**config.mk**
```make
export PLATFORM = sky130hd
export DESIGN_NAME = uart_rx_engine
export DESIGN_NICKNAME = d
export VERILOG_FILES = /design/src/rtl/uart_pkg.sv /design/src/rtl/uart_rx_sync.sv /design/src/rtl/uart_rx_engine.sv
export SDC_FILE = /design/constraint.sdc
export NUM_CORES = 1
export LEC_CHECK = 0
export BUFFER_PORTS_ARGS = -buffer_cell sky130_fd_sc_hd__buf_2
export CAP_MARGIN = 20
export CELL_PAD_IN_SITES_DETAIL_PLACEMENT = 1
export CELL_PAD_IN_SITES_GLOBAL_PLACEMENT = 1
export CORE_MARGIN = 2
export CORE_UTILIZATION = 48
export CTS_CLUSTER_SIZE = 10
export DETAILED_ROUTE_END_ITERATION = 12
export PLACE_DENSITY_LB_ADDON = 0.05
export REMOVE_ABC_BUFFERS = 1
export SLEW_MARGIN = 10
export SYNTH_ARGS = -nofsm -noshare
export SYNTH_HDL_FRONTEND = slang
export SYNTH_SLANG_ARGS = --single-unit
```
**constraint.sdc**
```tcl
create_clock -name clk -period 8.5 [get_ports clk]
set_clock_uncertainty 0.2 [all_clocks]
set_input_delay 0 -clock clk [delete_from_list [all_inputs] [get_ports clk]]
set_output_delay 0 -clock clk [all_outputs]
set_load 0.1 [all_outputs]
```
**src/rtl/uart_pkg.sv**
```systemverilog
// Shared types, constants and helpers for the UART receive path.
package uart_pkg;

    typedef enum logic [1:0] {
        IDLE  = 2'd0,
        START = 2'd1,
        DATA  = 2'd2,
        STOP  = 2'd3
    } rx_state_t;

    localparam logic RX_IDLE_LVL = 1'b1;
    localparam int   MIN_K       = 4;

    function automatic logic parity8(input logic [7:0] d);
        return ^d;
    endfunction

endpackage

```
**src/rtl/uart_rx_sync.sv**
```systemverilog
// Multi-flop synchronizer for the asynchronous RX line; flops reset to the idle level.
module uart_rx_sync
    import uart_pkg::*;
#(
    parameter int SYNC_STAGES = 2
) (
    input  logic clk,
    input  logic rst_n,
    input  logic rx,
    output logic rx_s
);

    logic [SYNC_STAGES-1:0] sync_r;

    // Shift chain; the last stage is the only copy of rx the engine may observe.
    always_ff @(posedge clk) begin
        if (!rst_n) begin
            sync_r <= {SYNC_STAGES{RX_IDLE_LVL}};
        end else begin
            sync_r <= {sync_r[SYNC_STAGES-2:0], rx};
        end
    end

    assign rx_s = sync_r[SYNC_STAGES-1];

endmodule

```
**src/rtl/uart_rx_engine.sv**
```systemverilog
// UART receive engine: start-bit validation, mid-bit sampling of data/parity/stop,
// and a held byte with ready and error status until the core acknowledges it.
module uart_rx_engine
    import uart_pkg::*;
#(
    parameter int K_W         = 20,
    parameter int SYNC_STAGES = 2
) (
    input  logic           clk,
    input  logic           rst_n,
    input  logic           rx,
    input  logic [K_W-1:0] k,
    input  logic           eight,
    input  logic           pen,
    input  logic           ohel,
    input  logic           clr_rdy,
    output logic [7:0]     rx_data,
    output logic           rxrdy,
    output logic           perr,
    output logic           ferr,
    output logic           ovf
);

    rx_state_t      state_r, state_nxt_s;
    logic [K_W-1:0] tick_r, tick_nxt_s, k_eff_s, half_last_s, bit_last_s;
    logic [3:0]     bit_idx_r, bit_idx_nxt_s, nbits_s;
    logic [8:0]     shreg_r, shreg_nxt_s, frame_s;
    logic [7:0]     data_s;
    logic           armed_r, armed_nxt_s, load_s, rx_s, par_bit_s, perr_s;

    uart_rx_sync #(.SYNC_STAGES(SYNC_STAGES)) u_sync (
        .clk   (clk),
        .rst_n (rst_n),
        .rx    (rx),
        .rx_s  (rx_s)
    );

    assign k_eff_s     = (k < K_W'(MIN_K)) ? K_W'(MIN_K) : k;
    assign half_last_s = (k_eff_s >> 1) - K_W'(1);
    assign bit_last_s  = k_eff_s - K_W'(1);
    assign nbits_s     = 4'd7 + {3'd0, eight} + {3'd0, pen};

    // Bits enter at the top, so a short frame is right-aligned by shifting out the unused low end.
    assign frame_s   = shreg_r >> (4'd9 - nbits_s);
    assign data_s    = eight ? frame_s[7:0] : {1'b0, frame_s[6:0]};
    assign par_bit_s = eight ? frame_s[8] : frame_s[7];
    assign perr_s    = pen & (parity8(data_s) ^ par_bit_s ^ ohel);

    // Next-state, counter and shift-register logic.
    always_comb begin
        state_nxt_s   = state_r;
        tick_nxt_s    = tick_r;
        bit_idx_nxt_s = bit_idx_r;
        shreg_nxt_s   = shreg_r;
        armed_nxt_s   = armed_r;
        load_s        = 1'b0;
        case (state_r)
            IDLE: begin
                tick_nxt_s = {K_W{1'b0}};
                // A start is only accepted after the line has been seen idle, so a held break cannot retrigger.
                if (rx_s == RX_IDLE_LVL) begin
                    armed_nxt_s = 1'b1;
                end else if (armed_r) begin
                    armed_nxt_s = 1'b0;
                    state_nxt_s = START;
                end else begin
                    armed_nxt_s = 1'b0;
                end
            end
            START: begin
                if (tick_r == half_last_s) begin
                    tick_nxt_s    = {K_W{1'b0}};
                    bit_idx_nxt_s = 4'd0;
                    if (rx_s == RX_IDLE_LVL) begin
                        state_nxt_s = IDLE;
                    end else begin
                        state_nxt_s = DATA;
                    end
                end else begin
                    tick_nxt_s = tick_r + K_W'(1);
                end
            end
            DATA: begin
                if (tick_r == bit_last_s) begin
                    tick_nxt_s    = {K_W{1'b0}};
                    shreg_nxt_s   = {rx_s, shreg_r[8:1]};
                    bit_idx_nxt_s = bit_idx_r + 4'd1;
                    if (bit_idx_r == (nbits_s - 4'd1)) begin
                        state_nxt_s = STOP;
                    end else begin
                        state_nxt_s = DATA;
                    end
                end else begin
                    tick_nxt_s = tick_r + K_W'(1);
                end
            end
            STOP: begin
                if (tick_r == bit_last_s) begin
                    tick_nxt_s  = {K_W{1'b0}};
                    load_s      = 1'b1;
                    state_nxt_s = IDLE;
                end else begin
                    tick_nxt_s = tick_r + K_W'(1);
                end
            end
            default: begin
                tick_nxt_s  = {K_W{1'b0}};
                state_nxt_s = IDLE;
            end
        endcase
    end

    // FSM, counter and shift-register state.
    always_ff @(posedge clk) begin
        if (!rst_n) begin
            state_r   <= IDLE;
            tick_r    <= {K_W{1'b0}};
            bit_idx_r <= 4'd0;
            shreg_r   <= 9'd0;
            armed_r   <= 1'b0;
        end else begin
            state_r   <= state_nxt_s;
            tick_r    <= tick_nxt_s;
            bit_idx_r <= bit_idx_nxt_s;
            shreg_r   <= shreg_nxt_s;
            armed_r   <= armed_nxt_s;
        end
    end

    // Held byte and status; a load in the same cycle as an acknowledge takes priority.
    always_ff @(posedge clk) begin
        if (!rst_n) begin
            rx_data <= 8'h00;
            rxrdy   <= 1'b0;
            perr    <= 1'b0;
            ferr    <= 1'b0;
            ovf     <= 1'b0;
        end else if (load_s) begin
            rx_data <= data_s;
            rxrdy   <= 1'b1;
            perr    <= perr_s;
            ferr    <= ~rx_s;
            ovf     <= rxrdy & ~clr_rdy;
        end else if (clr_rdy) begin
            rxrdy <= 1'b0;
            perr  <= 1'b0;
            ferr  <= 1'b0;
            ovf   <= 1'b0;
        end else begin
            rxrdy <= rxrdy;
        end
    end

endmodule

```
==> flow_summary_export.csv, run 1 <==
group,metric,value,unit
power,powerDensity,114,nW/um^2
sta,slew-limit-headroom,32.9,%
place,port_buffers,38,
clocking,tritoncts,"yes",
yosys,yosysWarnings,0,
sta,setup_viol,0,
job,max_cap_violations,0,
route,drt_first_pass_iters,4,
floorplanning,die_w,94.9,um
hold_path,holdPathEnd,"perr$_SDFFE_PN0P_",
grt,antenna_found_initial,0,
grt,grt_pass1_wl,19500,um
clocking,cts_made_buffers,5,
worst_setup_path,slowest_stage,"nor4b_1",
worst_setup_path,cp.buffers_inverters,1,
floorplanning,fp.dieH,94.9,um
grt,grt_overflow_total,0,
sta,tightest_slew,0.997,ns
finish,seqCellArea,1000,um^2
power,irDropWorstVdd,63.2,uV
sta,hold_ws,0.167,ns
sta,timing.final.crit_share,59.5,%
run_status,status,"finished, final reports clean",
power,p_int,0.353,mW
hold_path,hold_start,"ohel",
finish,areaGrowthSynthToFinish,9.15,%
route,avgRoutedWirePerCell,19.3,um
finish,drive_above_1_share,13.3,%
worst_setup_path,worst_setup_path_end_kind,"flop",
finish,diodes,0,
power,switching_share,28.5,%
hold_path,hold_path.class,"primary input to flop",
power,combPwrFrac,16.1,%
floorplanning,die-area,9010,um^2
worst_setup_path,rr_worst_depth,7,
floorplanning,start_util,49.0,%
power,power.net_switching,0.141,mW
yosys,yosysSeqAreaShare,25.2,%
worst_setup_path,start_kind,"primary input",
clocking,h-tree-depth,2,
finish,final_util,53.5,%
yosys,synth-edff-count,0,
clocking,postCtsSetupRepairBufs,0,
worst_setup_path,startpoint,"k[17]",
sta,max_freq,198,MHz
route,postRouteAntennaNets,0,
worst_setup_path,path_cells,"buf_2, nor4_4, nand3_1, o21ai_0, ha_1, nor4b_1, nand4_1, a211o_1, nor4_2, nand4_1, or4_1, a21boi_1",
yosys,synth_top_area_share,25.2,%
finish,multi_input_area,2780,um^2
sta,rsz0062_at_grt,"no",
route,wirelength,12000,um
place,gp_congestion,0.935,
clocking,worstSkewPairLatency,0.32,ns
worst_setup_path,crit_arrival,5.10,ns
power,pwr-share-seq,47.9,%
finish,fillCellCount,1034,
sta,slew_violations,0,
clocking,clock_path_buffers,2,
worst_setup_path,slowest_delay,0.71,ns
grt,gr-usage-all-layers,27.7,%
grt,grt_max_degree,30,
finish,nets,550,
yosys,netlist_instances,496,
place,place.detailed.hpwl,8930,um
hold_path,min_path_cells,6,
grt,grt_pass1_vias,3669,
yosys,ys.flop_type,"dfxtp_1",
clocking,path_clk_slew,0.10,ns
power,pwr-share-clk,36.0,%
sta,min_period,5.06,ns
yosys,ys_async_sr_fraction,0,%
route,drt_iter0_drc,196,
worst_setup_path,cpLargestDelayFamily,"simple AND/OR/NAND/NOR gates",
yosys,yosysTopAreaCell,"dfxtp_1",
worst_setup_path,reg2reg_to,"bit_idx_r[3]$_SDFFE_PN0P_",
yosys,syn_area_per_cell,8.00,um^2
floorplanning,num_rows,33,
route,vias,3806,
yosys,syn-cell-area,3970,um^2
route,route.detailed.drc,0,
power,p_leak,1.52,nW
sta,hold_viol,0,
worst_setup_path,cp_common_cell,"nand4_1",
worst_setup_path,r2r_slack,4.91,ns
floorplanning,core_area,8090,um^2
worst_setup_path,worstPathRequired,8.54,ns
yosys,post_synth_main_area_contributors,"dfxtp_1 25%, xnor2_1 8.4%, xor2_1 7.9%, nand3_1 4.4%, nor2_1 4.4%",
floorplanning,io_pins,39,
yosys,synth-seq-cells,50,
clocking,cts-root-buf,"clkbuf_8",
clocking,clkSinkCount,50,
yosys,ys_types,63,
sta,setup_tns,0,ns
route,drt-vias-per-instance,6.12,
worst_setup_path,criticalPathCategory,"primary input to flop",
worst_setup_path,r2r-start,"tick_r[19]$_SDFF_PN0_",
worst_setup_path,cp_max_fo,14,
-- per-stage QoR --
step	total power, mW	setup slack (ns)	cell area [um^2]	std cells
after detailed placement	0.318	3.23	4160	608
after global placement	0.317	3.40	4160	608
final	0.494	3.44	4330	622
after floorplan	0.286	4.15	3810	462
after CTS	0.497	3.63	4330	622
after global routing	0.516	3.08	4330	622
-- worst max-delay path by stage --
stage | end | slack, ns | cells past startpoint
3_5_place_dp | bit_idx_r[3]$_SDFFE_PN0P_ | 3.23 | 13
4_1_cts | bit_idx_r[3]$_SDFFE_PN0P_ | 3.63 | 13
2_1_floorplan | tick_r[10]$_SDFF_PN0_ | 4.15 | 11
5_1_grt | bit_idx_r[3]$_SDFFE_PN0P_ | 3.08 | 13
6_report | bit_idx_r[3]$_SDFFE_PN0P_ | 3.44 | 12
3_3_place_gp | bit_idx_r[3]$_SDFFE_PN0P_ | 3.40 | 12
-- metal layers --
metal / GRT usage [%] / vias to the layer above / part of all wire [%]
li1: - / 1839 / -
met1: 41.2 / 1875 / 49
met2: 42.8 / 84 / 45
met3: 4.31 / 8 / 4.5
met4: 4.71 / 0 / 0.76
met5: 0 / - / 0
-- worst register-to-register path, delay by kind of cell, from the launching register on --
kind	cells	cell delay, ns
simple gates	3	1.87
compound gates	3	0.68
xor+xnor	1	0.42
flops	1	0.37
-- flip-flops by register name (all words and copies together), names as in the netlist, named ones only --
signal         cells
tick_r            20
shreg_r            9
rx_data            8
bit_idx_r          4
u_sync.sync_r      2
armed_r            1
ferr               1
ovf                1
perr               1
rxrdy              1
state_r            1
-- cell usage after synthesis, drive strengths merged (2+ instances only) --
library cell / number
buf: 13
o221ai: 3
inv: 10
nor4: 10
a211o: 3
mux2i: 8
nand4: 11
o2111ai: 2
ha: 7
nor3: 10
and3: 12
or3: 2
dfxtp: 50
nand2b: 5
xor2: 36
a21oi: 34
nor2: 46
and2: 7
clkbuf: 21
o21ai: 28
a2111oi: 3
nor4b: 2
a31oi: 7
o211ai: 3
or4: 6
nor2b: 9
nand2: 26
and4: 4
a21boi: 4
nand3: 35
xnor2: 38
mux4: 5
a211oi: 7
a41oi: 4
o22ai: 4
-- final cells by class --
type | instances | area share, %
flip-flops and latches | 50 | 23.1
clock buffers | 5 | 1.59
clock inverters | 3 | 1.01
inverters | 10 | 0.867
multi-input cells | 402 | 64.1
repair buffers | 47 | 6.30
well taps | 105 | 3.03
-- cell families after synthesis --
group | count (synthesis) | share of synthesized area (%)
AOI/OAI and AO/OA | 116 | 19.0
xor gates and xnor gates | 75 | 16.9
adders and majority gates | 7 | 2.21
buffers and inverters | 44 | 5.01
DFF | 50 | 25.2
muxes | 13 | 4.86
and+or+nand+nor | 191 | 26.8
-- repair_timing --
| item | 4_1_cts | 5_1_grt |
|---|---|---|
| endpoints found under the hold margin | 8 | 0 |
| gates resized for setup | 0 | 0 |
| hold buffers | 6 | 0 |
-- power by group through the flow --
stage / logic (mW) / registers [mW] / clock network [mW]
2_1_floorplan: 0.0448 / 0.241 / 0
6_report: 0.0795 / 0.236 / 0.178
3_5_place_dp: 0.0758 / 0.242 / 0
5_1_grt: 0.0867 / 0.237 / 0.192
3_3_place_gp: 0.0751 / 0.242 / 0
4_1_cts: 0.0786 / 0.236 / 0.182
-- layout by cell type, fill, tap and decap left out, types with 6 or more instances in the layout --
| master | count |
|---|---|
| dfxtp_1 | 50 |
| nor2_1 | 46 |
| xnor2_1 | 38 |
| buf_2 | 38 |
| xor2_1 | 36 |
| nand3_1 | 35 |
| a21oi_1 | 34 |
| o21ai_0 | 28 |
| nand2_1 | 26 |
| and3_1 | 12 |
| nand4_1 | 11 |
| nor3_1 | 10 |
| nor2b_1 | 9 |
| inv_1 | 9 |
| mux2i_1 | 8 |
| a211oi_1 | 7 |
| and2_1 | 7 |
| a31oi_1 | 7 |
| ha_1 | 7 |
| or4_1 | 6 |
| dlygate4sd3_1 | 6 |
Power figures use the tool's default switching activity.
==> run 2, diff against run 1 <==
--- a/config.mk
+++ b/config.mk
@@ -10,7 +10,7 @@
 export CELL_PAD_IN_SITES_DETAIL_PLACEMENT = 1
 export CELL_PAD_IN_SITES_GLOBAL_PLACEMENT = 1
 export CORE_MARGIN = 2
-export CORE_UTILIZATION = 48
+export CORE_UTILIZATION = 45
 export CTS_CLUSTER_SIZE = 10
 export DETAILED_ROUTE_END_ITERATION = 12
 export PLACE_DENSITY_LB_ADDON = 0.05
==> constraint.sdc (replaced) <==
create_clock -name clk -period 5.3 [get_ports clk]
set_clock_uncertainty 0.2 [all_clocks]
set_input_delay 0 -clock clk [delete_from_list [all_inputs] [get_ports clk]]
set_output_delay 0 -clock clk [all_outputs]
set_load 0.1 [all_outputs]
==> run 2 against run 1 <==
  * First-iteration DRC count fell by 0.51%
  * Worst hold slack worse by 0.00071 ns
  * Via count increased by 0.16%
  * Non-clock buffer count increased by 5
  * Final cell count up 1.3%
  * Critical path type unchanged
  * Critical endpoint is now tick_r[6]$_SDFF_PN0_
  * Largest cell class unchanged
  * Largest power group unchanged
==> flow_summary_export.csv, run 2 (synthesis results as in run 1) <==
group,metric,value,unit
sta,timing.final.crit_share,80.8,%
clocking,clock_path_buffers,2,
finish,areaGrowthSynthToFinish,9.68,%
worst_setup_path,rr_worst_depth,8,
worst_setup_path,worst_setup_path_end_kind,"flop",
sta,slew_violations,0,
sta,tightest_slew,0.835,ns
power,switching_share,30.9,%
worst_setup_path,crit_cells,13,
floorplanning,num_rows,34,
worst_setup_path,path_cells,"buf_2, nor4_4, nand3_1, o21ai_0, ha_1, nor3b_2, nand2_1, or4_1, a2111oi_2, a21boi_0, o221ai_1, buf_4, nor2_1",
grt,grt_pass1_wl,20600,um
clocking,tritoncts,"yes",
finish,drive_above_1_share,14.2,%
grt,grt_max_degree,26,
worst_setup_path,start_kind,"primary input",
worst_setup_path,startpoint,"k[5]",
worst_setup_path,reg2reg_to,"tick_r[6]$_SDFF_PN0_",
power,p_leak,1.53,nW
route,drt-vias-per-instance,6.05,
power,p_total,0.754,mW
power,combPwrFrac,17.4,%
clocking,worstSkewPairLatency,0.31,ns
worst_setup_path,r2r-start,"tick_r[10]$_SDFF_PN0_",
grt,grt_overflow_total,0,
route,route.detailed.drc,0,
worst_setup_path,slowest_delay,0.60,ns
place,place.detailed.hpwl,9940,um
place,placed_area,4200,um^2
worst_setup_path,r2r_slack,2.09,ns
worst_setup_path,cp_max_fo,20,
worst_setup_path,worstPathRequired,5.30,ns
run_status,status,"finished, final reports clean",
finish,stdcell_area,4350,um^2
floorplanning,fp.dieH,97.9,um
worst_setup_path,criticalPathCategory,"primary input to flop",
worst_setup_path,cp.buffers_inverters,2,
job,max_cap_violations,0,
finish,top_regs,"tick_r: 20 flops, shreg_r: 9 flops, rx_data: 8 flops",
sta,setup_tns,0,ns
clocking,path_clk_slew,0.11,ns
sta,min_period,4.28,ns
clocking,postCtsSetupRepairBufs,0,
grt,grt_pass1_vias,3826,
route,drt_first_pass_iters,4,
place,gp_congestion,0.903,
floorplanning,core_area,8640,um^2
finish,final_cell_mix,"50 x dfxtp_1, 46 x nor2_1, 38 x xnor2_1, 38 x buf_2, 36 x xor2_1",
route,vias,3812,
route,wirelength,12700,um
hold_path,hold_path.class,"primary input to flop",
worst_setup_path,slowest_stage,"or4_1",
route,avgRoutedWirePerCell,20.2,um
grt,antenna_found_initial,0,
worst_setup_path,crit_arrival,4.28,ns
sta,rsz0062_at_grt,"no",
floorplanning,die-area,9580,um^2
place,port_buffers,38,
floorplanning,start_util,45.9,%
finish,diodes,0,
clocking,h-tree-depth,2,
sta,hold_viol,0,
power,pwr-share-clk,32.3,%
sta,setup_viol,0,
route,postRouteAntennaNets,0,
power,power.net_switching,0.233,mW
power,irDropWorstVdd,99.8,uV
finish,nets,555,
worst_setup_path,cpLargestDelayFamily,"simple AND/OR/NAND/NOR gates",
power,p_int,0.521,mW
sta,max_freq,234,MHz
sta,slew-limit-headroom,43.8,%
clocking,cts-root-buf,"clkbuf_8",
floorplanning,die_w,97.9,um
finish,largest_reg_flops,20,
grt,gr-usage-all-layers,26.8,%
finish,final_common_cell,"dfxtp_1",
finish,largest-register,"tick_r",
worst_setup_path,crit_end,"tick_r[6]$_SDFF_PN0_",
route,drt_iter0_drc,195,
clocking,cts_made_buffers,5,
floorplanning,io_pins,39,
power,pwr-share-seq,50.3,%
power,powerDensity,173,nW/um^2
clocking,clkSinkCount,50,
[run 2: metrics by stage]
step | worst slack, ns | util [%] | instances | hold WS, ns
CTS | 1.01 | 50.4 | 630 | 0.164
finish | 1.02 | 50.4 | 630 | 0.166
detailed placement | 0.682 | 48.6 | 616 | -0.00876
floorplan | 0.953 | - | 462 | -0.127
global route | 0.593 | 50.4 | 630 | 0.227
global placement | 0.898 | 48.6 | 616 | -0.0132
[run 2: worst min-delay path by stage]
stage / from / end / slack, ns / depth (start not counted)
6_report: ohel / perr$_SDFFE_PN0P_ / 0.17 / 6
5_1_grt: ohel / perr$_SDFFE_PN0P_ / 0.23 / 6
4_1_cts: ohel / perr$_SDFFE_PN0P_ / 0.16 / 6
3_5_place_dp: rx / u_sync.sync_r[0]$_SDFF_PN1_ / -0.009 / 2
3_3_place_gp: rx / u_sync.sync_r[0]$_SDFF_PN1_ / -0.01 / 2
2_1_floorplan: rst_n / u_sync.sync_r[0]$_SDFF_PN1_ / -0.13 / 1
[run 2: tightest hold or removal path: cells and delay by family]
family	cells	cell delay, ns
XOR/XNOR	3	0.39
AO/OA/AOI/OAI	1	0.06
AND/OR/NAND/NOR	1	0.11
buffers and inverters	1	0.09
[run 2: what timing repair did]
action	in CTS	in global routing
gates resized for setup	0	0
hold endpoints to repair	8	0
hold buffers	6	0
[run 2: area by class of cell]
cell class	instances	area [um^2]
flip-flops and latches	50	1000
clock inverters	3	23.8
fillers	1088	4280
inverters	10	37.5
clock buffers	5	68.8
well taps	108	135
repair buffers	52	310
multi-input cells	402	2780
[run 2: power groups by stage]
| stage | sequential [mW] | clock, mW | combinational, mW |
|---|---|---|---|
| floorplan | 0.387 | 0 | 0.0719 |
| global placement | 0.388 | 0 | 0.123 |
| detailed placement | 0.388 | 0 | 0.126 |
| CTS | 0.379 | 0.251 | 0.130 |
| global route | 0.380 | 0.263 | 0.143 |
| finish | 0.379 | 0.243 | 0.131 |
[run 2: metal layers]
| layer | part of all wire (%) | vias up | wire length [um] | global-route usage [%] |
|---|---|---|---|---|
| met3 | 3.9 | 13 | 493 | 3.08 |
| li1 | - | 1851 | - | - |
| met4 | 1.2 | 0 | 154 | 5.77 |
| met1 | 49 | 1878 | 6190 | 38.9 |
| met2 | 46 | 70 | 5870 | 43.1 |
| met5 | 0 | - | 0 | 0 |
